$ cat src/rtl/iris_fw_meta_pkg.sv
// Shared types and helpers for the FW metadata streamer.
// The IRIS_FW_META_CRC8_EN macro selects the CRC-8 check byte and the matching frame magic.
package iris_fw_meta_pkg;

   typedef enum logic [0:0] {IDLE = 1'b0, SEND = 1'b1} state_e;

   localparam logic [7:0] MAGIC_SUM = 8'hA5;
   localparam logic [7:0] MAGIC_CRC = 8'hA6;
   localparam logic [7:0] CRC8_POLY = 8'h07;

`ifdef IRIS_FW_META_CRC8_EN
   localparam logic [7:0] MAGIC_DEFAULT = MAGIC_CRC;
`else
   localparam logic [7:0] MAGIC_DEFAULT = MAGIC_SUM;
`endif

   // Total bytes on the wire: magic, length, three version bytes, build ID, check.
   function automatic int frame_len(input int id_bytes);
      return 6 + id_bytes;
   endfunction

   function automatic logic [7:0] crc8_step(input logic [7:0] crc, input logic [7:0] din);
      logic [7:0] c;
      c = crc ^ din;
      for (int i = 0; i < 8; i++) begin
         c = c[7] ? ({c[6:0], 1'b0} ^ CRC8_POLY) : {c[6:0], 1'b0};
      end
      return c;
   endfunction

endpackage

$ cat src/rtl/iris_fw_meta_chk.sv
// Byte-wise check accumulator: additive sum by default, CRC-8/0x07 with IRIS_FW_META_CRC8_EN.
// next_o is the value the accumulator takes if din is folded in this cycle.
module iris_fw_meta_chk
   import iris_fw_meta_pkg::*;
(
   input  logic       clk,
   input  logic       rst,
   input  logic       clear,
   input  logic       update,
   input  logic [7:0] din,
   output logic [7:0] next_o
);

   logic [7:0] acc_q;
   logic [7:0] acc_d;

   always_comb begin
`ifdef IRIS_FW_META_CRC8_EN
      next_o = crc8_step(acc_q, din);
`else
      next_o = acc_q + din;
`endif
      acc_d = acc_q;
      if (clear) begin
         acc_d = 8'h00;
      end else if (update) begin
         acc_d = next_o;
      end
   end

   always_ff @(posedge clk or posedge rst) begin
      if (rst) begin
         acc_q <= 8'h00;
      end else begin
         acc_q <= acc_d;
      end
   end

endmodule

$ cat src/rtl/iris_fw_meta_streamer.sv
// Framed FW identity byte stream over a valid/ready interface.
// Check type and magic follow the IRIS_FW_META_CRC8_EN macro (see iris_fw_meta_pkg).
module iris_fw_meta_streamer
   import iris_fw_meta_pkg::*;
#(
   parameter int         FW_VER_MAJ     = 11,
   parameter int         FW_VER_MIN     = 1,
   parameter int         FW_VER_PATCH   = 1,
   parameter int         BUILD_ID_BYTES = 4,
   parameter logic [7:0] MAGIC          = MAGIC_DEFAULT
) (
   input  logic                        clk,
   input  logic                        rst,
   input  logic                        req,
   input  logic [8*BUILD_ID_BYTES-1:0] build_id,
   output logic [7:0]                  m_data,
   output logic                        m_valid,
   input  logic                        m_ready,
   output logic                        m_last,
   output logic                        busy,
   output logic [15:0]                 frame_count,
   output logic [7:0]                  major,
   output logic [7:0]                  minor,
   output logic [7:0]                  patch
);

   localparam int ID_W     = 8 * BUILD_ID_BYTES;
   localparam int LEN      = 3 + BUILD_ID_BYTES;
   localparam int LAST_IDX = frame_len(BUILD_ID_BYTES) - 1;
   localparam int IDX_W    = $clog2(frame_len(BUILD_ID_BYTES));

   if (FW_VER_MAJ < 0 || FW_VER_MAJ > 255) begin : g_bad_maj
      $error("FW_VER_MAJ out of range 0..255");
   end
   if (FW_VER_MIN < 0 || FW_VER_MIN > 255) begin : g_bad_min
      $error("FW_VER_MIN out of range 0..255");
   end
   if (FW_VER_PATCH < 0 || FW_VER_PATCH > 255) begin : g_bad_patch
      $error("FW_VER_PATCH out of range 0..255");
   end
   if (BUILD_ID_BYTES < 1 || BUILD_ID_BYTES > 16) begin : g_bad_bid
      $error("BUILD_ID_BYTES out of range 1..16");
   end

   assign major = 8'(FW_VER_MAJ);
   assign minor = 8'(FW_VER_MIN);
   assign patch = 8'(FW_VER_PATCH);

   state_e           state_q, state_d;
   logic [IDX_W-1:0] idx_q, idx_d, idx_nxt;
   logic [ID_W-1:0]  bid_q, bid_d;
   logic             pending_q, pending_d;
   logic [15:0]      frame_count_q, frame_count_d;
   logic [7:0]       m_data_q, m_data_d;
   logic             m_valid_q, m_valid_d;
   logic             m_last_q, m_last_d;
   logic             accept, start, chk_clear, chk_update;
   logic [7:0]       chk_next;

   // Payload byte at a given frame position; the check byte is supplied separately.
   function automatic logic [7:0] frame_byte(input logic [IDX_W-1:0] idx,
                                             input logic [ID_W-1:0]  bid);
      int k;
      k = BUILD_ID_BYTES - 1 - (int'(idx) - 5);
      if (int'(idx) == 0)      return MAGIC;
      else if (int'(idx) == 1) return 8'(LEN);
      else if (int'(idx) == 2) return major;
      else if (int'(idx) == 3) return minor;
      else if (int'(idx) == 4) return patch;
      else if (k >= 0 && k < BUILD_ID_BYTES) return 8'(bid >> (8 * k));
      else                     return 8'h00;
   endfunction

   iris_fw_meta_chk u_chk (
      .clk    (clk),
      .rst    (rst),
      .clear  (chk_clear),
      .update (chk_update),
      .din    (m_data_q),
      .next_o (chk_next)
   );

   always_comb begin
      state_d       = state_q;
      idx_d         = idx_q;
      idx_nxt       = idx_q + 1'b1;
      bid_d         = bid_q;
      pending_d     = pending_q;
      frame_count_d = frame_count_q;
      m_data_d      = m_data_q;
      m_valid_d     = m_valid_q;
      m_last_d      = m_last_q;
      chk_clear     = 1'b0;
      chk_update    = 1'b0;
      start         = 1'b0;
      accept        = m_valid_q && m_ready;
      case (state_q)
         IDLE: begin
            if (req || pending_q) begin
               start     = 1'b1;
               pending_d = 1'b0;
            end
         end
         SEND: begin
            if (req) pending_d = 1'b1;
            if (accept) begin
               if (m_last_q) begin
                  frame_count_d = frame_count_q + 16'd1;
                  if (pending_q) begin
                     start     = 1'b1;
                     pending_d = req;
                  end else begin
                     state_d   = IDLE;
                     m_valid_d = 1'b0;
                     m_last_d  = 1'b0;
                     m_data_d  = 8'h00;
                  end
               end else begin
                  // MAGIC (index 0) is excluded from the check.
                  chk_update = (idx_q != '0);
                  idx_d      = idx_nxt;
                  if (idx_nxt == IDX_W'(LAST_IDX)) begin
                     m_data_d = chk_next;
                     m_last_d = 1'b1;
                  end else begin
                     m_data_d = frame_byte(idx_nxt, bid_q);
                  end
               end
            end
         end
         default: state_d = IDLE;
      endcase
      if (start) begin
         state_d   = SEND;
         idx_d     = '0;
         bid_d     = build_id;
         m_data_d  = MAGIC;
         m_valid_d = 1'b1;
         m_last_d  = 1'b0;
         chk_clear = 1'b1;
      end
   end

   always_ff @(posedge clk or posedge rst) begin
      if (rst) begin
         state_q       <= IDLE;
         idx_q         <= '0;
         bid_q         <= '0;
         pending_q     <= 1'b0;
         frame_count_q <= 16'h0000;
         m_data_q      <= 8'h00;
         m_valid_q     <= 1'b0;
         m_last_q      <= 1'b0;
      end else begin
         state_q       <= state_d;
         idx_q         <= idx_d;
         bid_q         <= bid_d;
         pending_q     <= pending_d;
         frame_count_q <= frame_count_d;
         m_data_q      <= m_data_d;
         m_valid_q     <= m_valid_d;
         m_last_q      <= m_last_d;
      end
   end

   assign m_data      = m_data_q;
   assign m_valid     = m_valid_q;
   assign m_last      = m_last_q;
   assign busy        = (state_q != IDLE) | pending_q;
   assign frame_count = frame_count_q;

endmodule
$ cat config.mk
export PLATFORM = sky130hd
export DESIGN_NAME = iris_fw_meta_streamer
export DESIGN_NICKNAME = d
export VERILOG_FILES = /design/src/rtl/iris_fw_meta_pkg.sv /design/src/rtl/iris_fw_meta_chk.sv /design/src/rtl/iris_fw_meta_streamer.sv
export SDC_FILE = /design/constraint.sdc
export NUM_CORES = 1
export LEC_CHECK = 0
export ABC_AREA = 0
export CAP_MARGIN = 20
export CORE_MARGIN = 10
export CORE_UTILIZATION = 46
export CTS_CLUSTER_SIZE = 30
export DETAILED_ROUTE_END_ITERATION = 8
export PLACE_DENSITY = 0.74
export SETUP_SLACK_MARGIN = 0.2
export SLEW_MARGIN = 10
export SYNTH_ARGS = -nofsm -noshare
export SYNTH_HDL_FRONTEND = slang
export SYNTH_SLANG_ARGS = --single-unit
export TNS_END_PERCENT = 30
$ cat constraint.sdc
create_clock -name clk -period 2.61 [get_ports clk]
set_input_delay 0.783 -clock clk [delete_from_list [all_inputs] [get_ports clk]]
set_output_delay 0.783 -clock clk [all_outputs]
set_load 0.01 [all_outputs]
; ---- Word-level counts from Yosys, hierarchy flattened
; Cells that the tools add are included.
[totals]
ff_bits = 72
latch_bits = 0
ramBits = 0
mem_bits_ro = 0
inputBits = 36
out_inout_bits = 51
wordCells = 89
n_memories = 0
[classes]
n_addsub = 5
mul = 0
n_div = 0
order_cmp = 2
eq_ne = 9
n_shift = 1
muxes = 47
n_bitwise = 2
n_reduce_logical = 14
[ops]
columns = operator, n
row1 = $mux 8, 14
row2 = $shr 32x32->8, 1
row3 = $mux 1, 27
row4 = $add 16x1->16 const B, 1
row5 = $mux 4, 4
row6 = $reduce_and 3->1, 3
row7 = $add 8x8->8, 1
row8 = $eq 4x3->1 const B, 2
row9 = $eq 4x4->1 const B, 2
row10 = $reduce_bool 2->1, 4
row11 = $ge 6x1->1 const B, 1
row12 = $lt 6x4->1 const B, 1
row13 = $sub 3x5->6 const A, 1
row14 = $sub 4x3->5 const B, 1
row15 = $add 4x1->4 const B, 1
row16 = $eq 4x2->1 const B, 1
row17 = $logic_not 4->1, 1
row18 = $ne 2x1->1 const B, 2
row19 = $pmux 1 s2, 2
row20 = $reduce_and 4->1, 1
row21 = $reduce_bool 4->1, 1
row22 = $ne 3x2->1 const B, 1
row23 = $logic_and 1x1->1, 2
row24 = $ne 2x2->1 const B, 1
row25 = other kinds (4), 4

; ---- Longest topological paths before layout
[depth]
depth_word = 16
ltp_mapped = 8
depth_no_buf = 7

; ---- Cells and area by module
; From an unflattened synthesis, not the netlist that was laid out.
[hier_totals]
hier_cells = 381
area_unflattened_um2 = 4271.6
[by_module_without_submodules]
columns = mod, instances, cells_each, area_per_inst_um2, seq_area_each_um2
row1 = iris_fw_meta_streamer, 1, 314, 3618.5, 1601.5
row2 = iris_fw_meta_chk, 1, 67, 653.1, 200.2

; ---- Least setup slack after synthesis
; OpenSTA, ideal clock, no wires.
[synth_path]
path_kind = flip-flop to flip-flop
startpoint = reg idx_q[0]
endpoint = reg m_data_q[0], in the netlist m_data[0]
arrival_time_ps = 2181
t_required_ps = 2470
setup_slack_ps = 290
stages_incl_launch_ff = 8
synth_period_minus_slack_ps = 2320
path_cell_list = dfrtp_1 -> buf_4 -> inv_1 -> ha_1 -> nor2_2 -> mux4_2 -> a2111oi_0 -> a211oi_1
[synth_via]
elab_chain_len = 16
[synth_lines]
columns = item, line_no
row1 = start: declaration, iris_fw_meta_streamer.sv:50  ; logic [IDX_W-1:0] idx_q, idx_d, idx_nxt;
row2 = start signal: assignment, iris_fw_meta_streamer.sv:156  ; idx_q <= idx_d;
row3 = $add 4x1->4 *, iris_fw_meta_streamer.sv:86  ; idx_nxt = idx_q + 1'b1;
row4 = branches (longest 10 deep; another with $sub 3x5->6), -
row5 = $mux 8 *, iris_fw_meta_streamer.sv:122  ; if (idx_nxt == IDX_W'(LAST_IDX)) begin
row6 = $mux 8 *, iris_fw_meta_streamer.sv:107  ; if (m_last_q) begin
row7 = $mux 8 *, iris_fw_meta_streamer.sv:106  ; if (accept) begin
row8 = $mux 8 *, iris_fw_meta_streamer.sv:97  ; case (state_q)
row9 = $mux 8 *, iris_fw_meta_streamer.sv:133  ; if (start) begin
row10 = end signal: assignment, iris_fw_meta_streamer.sv:160  ; m_data_q <= m_data_d;
row11 = end: declaration, iris_fw_meta_streamer.sv:54  ; logic [7:0] m_data_q, m_data_d;
; Every way passes the cells marked *. The select of a mux whose other input is x is not followed.
; A chain may end at the register's enable or synchronous reset.

; ---- Worst setup path in the final report
[layout_path]
startpoint = reg pending_q
endpoint = out busy
[layout_via]
elab_chain_len = 1
[layout_lines]
columns = item, line_no
row1 = start: declaration, iris_fw_meta_streamer.sv:52  ; logic pending_q, pending_d;
row2 = start signal: assignment, iris_fw_meta_streamer.sv:158  ; pending_q <= pending_d;
row3 = $or 1x1->1, iris_fw_meta_streamer.sv:169  ; assign busy = (state_q != IDLE) | pending_q;
row4 = end: declaration, iris_fw_meta_streamer.sv:20  ; output logic busy,
; No other way between the ends.

==> impl_results.md <==
* Clock slew at reported path FFs at about 0.08 ns
* Hold Crit Start: frame_count[3]$_DFFE_PP0P_
* RSZ-0062 raised after global routing: yes
* Syn. warnings at 0
* Clock sink total at between 70 and 80
* RR Endpoint: m_data[2]$_DFFE_PP0P_
* Critical path type: reg -> out
* Grt total ovfl at 0
* Routed WL at ~9 mm
* Post-synth EDFFs at 0
* Total track usage at 0.1414
* Status: finished, final reports clean
* Via-to-Cell Ratio at approximately 5.4
* Critical-path maximum fanout at 2
* Initial antenna violation count at 0
* Netlist cell types at 65
* DIE WIDTH at between 100 and 150 um
* Worst endpoint required time at between 1.5 and 2 ns
* Die height at ~110 um
* Starting Density at 0.4702
* Worst Reg-to-Reg Cells at 7
* Reg-to-Reg Start: idx_q[0]$_DFFE_PP0P_
* Static Leak at 0.002277 uW
* Achievable Freq at around 430 MHz
* DR iter-0 viols at between 100 and 150
* Worst Tran Pin Value at about 0.54 ns
* Final Cycle Share at 0.8829
* Clock Latency Late Sink at 0.34 ns
* H-tree levels at 3
* Synth top area cells: dfrtp_1 44%, mux2_2 9.1%, buf_4 4.6%
* Final max-slew violation count at 0
* Fin Setup TNS at 0 ns
* Slowest cell on the critical path: clkdlybuf4s50_1
* Core footprint at a little under 9000 sq um
* Hold path depth at 1
* Commonest cells after routing, fill and taps aside: 70 x dfrtp_1, 62 x clkdlybuf4s50_1, 33 x mux2_2
* Max-cap violations at 0
* Routability congestion estimate at between 0.8 and 0.9
* Root Driver: clkbuf_8
* Antenna Nets Post-Route at 0
* Final hold violations at 0
* Layout cells sized above 1 at 0.2063
* Most common cell after layout, fill and taps aside: dfrtp_1
* Post-layout nets at around 490
* Pre-antenna DRT Iters at 5
* Placed cell areas at approximately 4800 sq um
* DRC at 0
* Vias in the first global route at between 3,000 and 4,000
* IO Port Bufs at 62
* Largest net degree at the start of global routing at 57
* Clock Skews at 0.01266 ns
* PwrDens at around 1100 nW/um^2
* Area delta synth->final at 24.53%
* Ys flop type: dfrtp_1
* CTS Buffer Depth at 2
* DR vias at roughly 3,000
* Seq/Total Area, Yosys at 0.4416
* Data arrival, critical path at between 1.5 and 2 ns
* Critical-path cell list: or2_2 > clkdlybuf4s50_1
* Slowest stage delay, CP at between 0.4 and 0.5 ns
* Cells after Synth at approximately 360
* Syn Area/Cell at 11.27 sq um
* Routed len/inst at 16.84 um
* Post-synth top area share at 0.4416
* Final setup fails at 0
* Antenna cells at 0
* Maximum vdd drop at 522.9 uV
* CTS tree: done
* Hpwl dp at slightly above 7 mm
* I/O pins at 87
* CP Launch Type: flip-flop
* Min-Delay Path Class: reg -> reg
* TritonCTS buffer count at 9
* Die area at between 10,000 and 15,000 sq um
* Tmin final at 2.304 ns
* Worst R2R Setup Slack at about 0.34 ns
* Ys async rst share at 1.000
* First-pass GRT wire length at around 15 mm
* Worst slew margin at 0.6379
* Hold Path Sink: frame_count[3]$_DFFE_PP0P_
* Post-Layout Inst Area at between 5000 and 6000 sq um
* Crit end category: output pin
* Synth Register Bits at 72
* Site Rows at 34
* Post-synth top area cell: dfrtp_1
* Cell Area, Synth at between 4000 and 5000 sq um
==> power breakdown <==
group,total [uW],internal (uW),switching [uW]
combinational,2660,1380,1280
sequential,1870,1550,321
clock,971,559,412
total,5500,3490,2010
==> cell type report <==
class                   count  area (sq um)
clock inverters             5         81.33
inverters                  12         48.80
well taps                 108         135.1
fillers                   701          3597
clock buffers              10         137.6
multi-input cells         264          2108
repair buffers             78         765.7
flip-flops and latches     72          1804
==> Yosys cell counts (all sizes together), types with 2 or more instances <==
master,number
nor2b,3
dfrtp,72
nor3b,2
a2111oi,2
conb,2
and3b,2
o21bai,2
ha,15
o22ai,2
inv,12
nand2b,3
and2,3
mux4,8
a21o,3
nand3,20
clkbuf,3
or3,2
and3,3
o21ai,14
nand2,24
mux2i,4
a31o,2
mux2,33
nor2,14
o221a,2
buf,33
nor3,3
a221o,2
xnor2,15
a22oi,2
a211oi,6
or2,4
xor2,6
a21oi,11
and4,3
nand4,7
==> per-stage QoR <==
stage	setup slack, ns	utilization	hold slack, ns	std cells	power (uW)
after floorplan	0.2897	-	0.4501	384	3652
after global placement	0.1129	0.5552	0.4676	532	4364
after detailed placement	0.08141	0.5552	0.4805	532	4465
after CTS	0.2719	0.5825	0.4970	549	5461
after global routing	0.1736	0.5855	0.5117	549	5898
final	0.3057	0.5855	0.4949	549	5496
==> routing by layer <==
metal / GRT usage / share of wire / up-vias / routed length, um
met5: 0 / 0 / - / 0
met1: 0.1866 / 0.45 / 1460 / 4123
met4: 0.03008 / 0.0069 / 0 / 64
met3: 0.04612 / 0.073 / 6 / 678
met2: 0.2217 / 0.47 / 91 / 4377
li1: - / - / 1405 / -
==> critical path, delay by kind of cell, from the launching register on <==
kind          cells  cell delay [ns]
simple gates      1             0.30
flops             1             0.41
buf+inv           1             0.48
==> kinds of logic after synthesis <==
| group | Yosys count | share of synthesized area |
|---|---|---|
| and+or+nand+nor | 99 | 0.1352 |
| DFF | 72 | 0.4416 |
| AOI/OAI and AO/OA | 58 | 0.09813 |
| buffers and inverters | 48 | 0.07114 |
| muxes | 45 | 0.1506 |
| xor gates and xnor gates | 22 | 0.05060 |
| adders and majority gates | 16 | 0.05090 |
| other | 2 | 0.001841 |
==> worst max-delay path by stage <==
stage                                startpoint  slack (ns)  cells past startpoint                     endpoint
after floorplan            idx_q[0]$_DFFE_PP0P_        0.29                      7        m_data[0]$_DFFE_PP0P_
after global placement                  m_ready        0.11                      6  frame_count[15]$_DFFE_PP0P_
after detailed placement                m_ready        0.08                      6  frame_count[15]$_DFFE_PP0P_
after CTS                  idx_q[0]$_DFFE_PP0P_        0.27                      7        m_data[0]$_DFFE_PP0P_
after global routing       idx_q[0]$_DFFE_PP0P_        0.17                      7        m_data[6]$_DFFE_PP0P_
final                     pending_q$_DFFE_PP0P_        0.31                      2                         busy
==> registers in the layout (all words and copies together) (netlist names) <==
signal / cells
u_chk.acc_q: 8
m_data: 8
frame_count: 16
state_q: 1
m_last: 1
bid_q: 32
m_valid: 1
idx_q: 4
pending_q: 1
==> what timing repair did <==
item | 4_1_cts | 5_1_grt
endpoints found under the setup margin | 1 | 3
setup buffers | 2 | 0
resized for setup | 2 | 6
cloned | 0 | 0
hold buffers | 0 | 0
(Power assumes the default switching activity.)
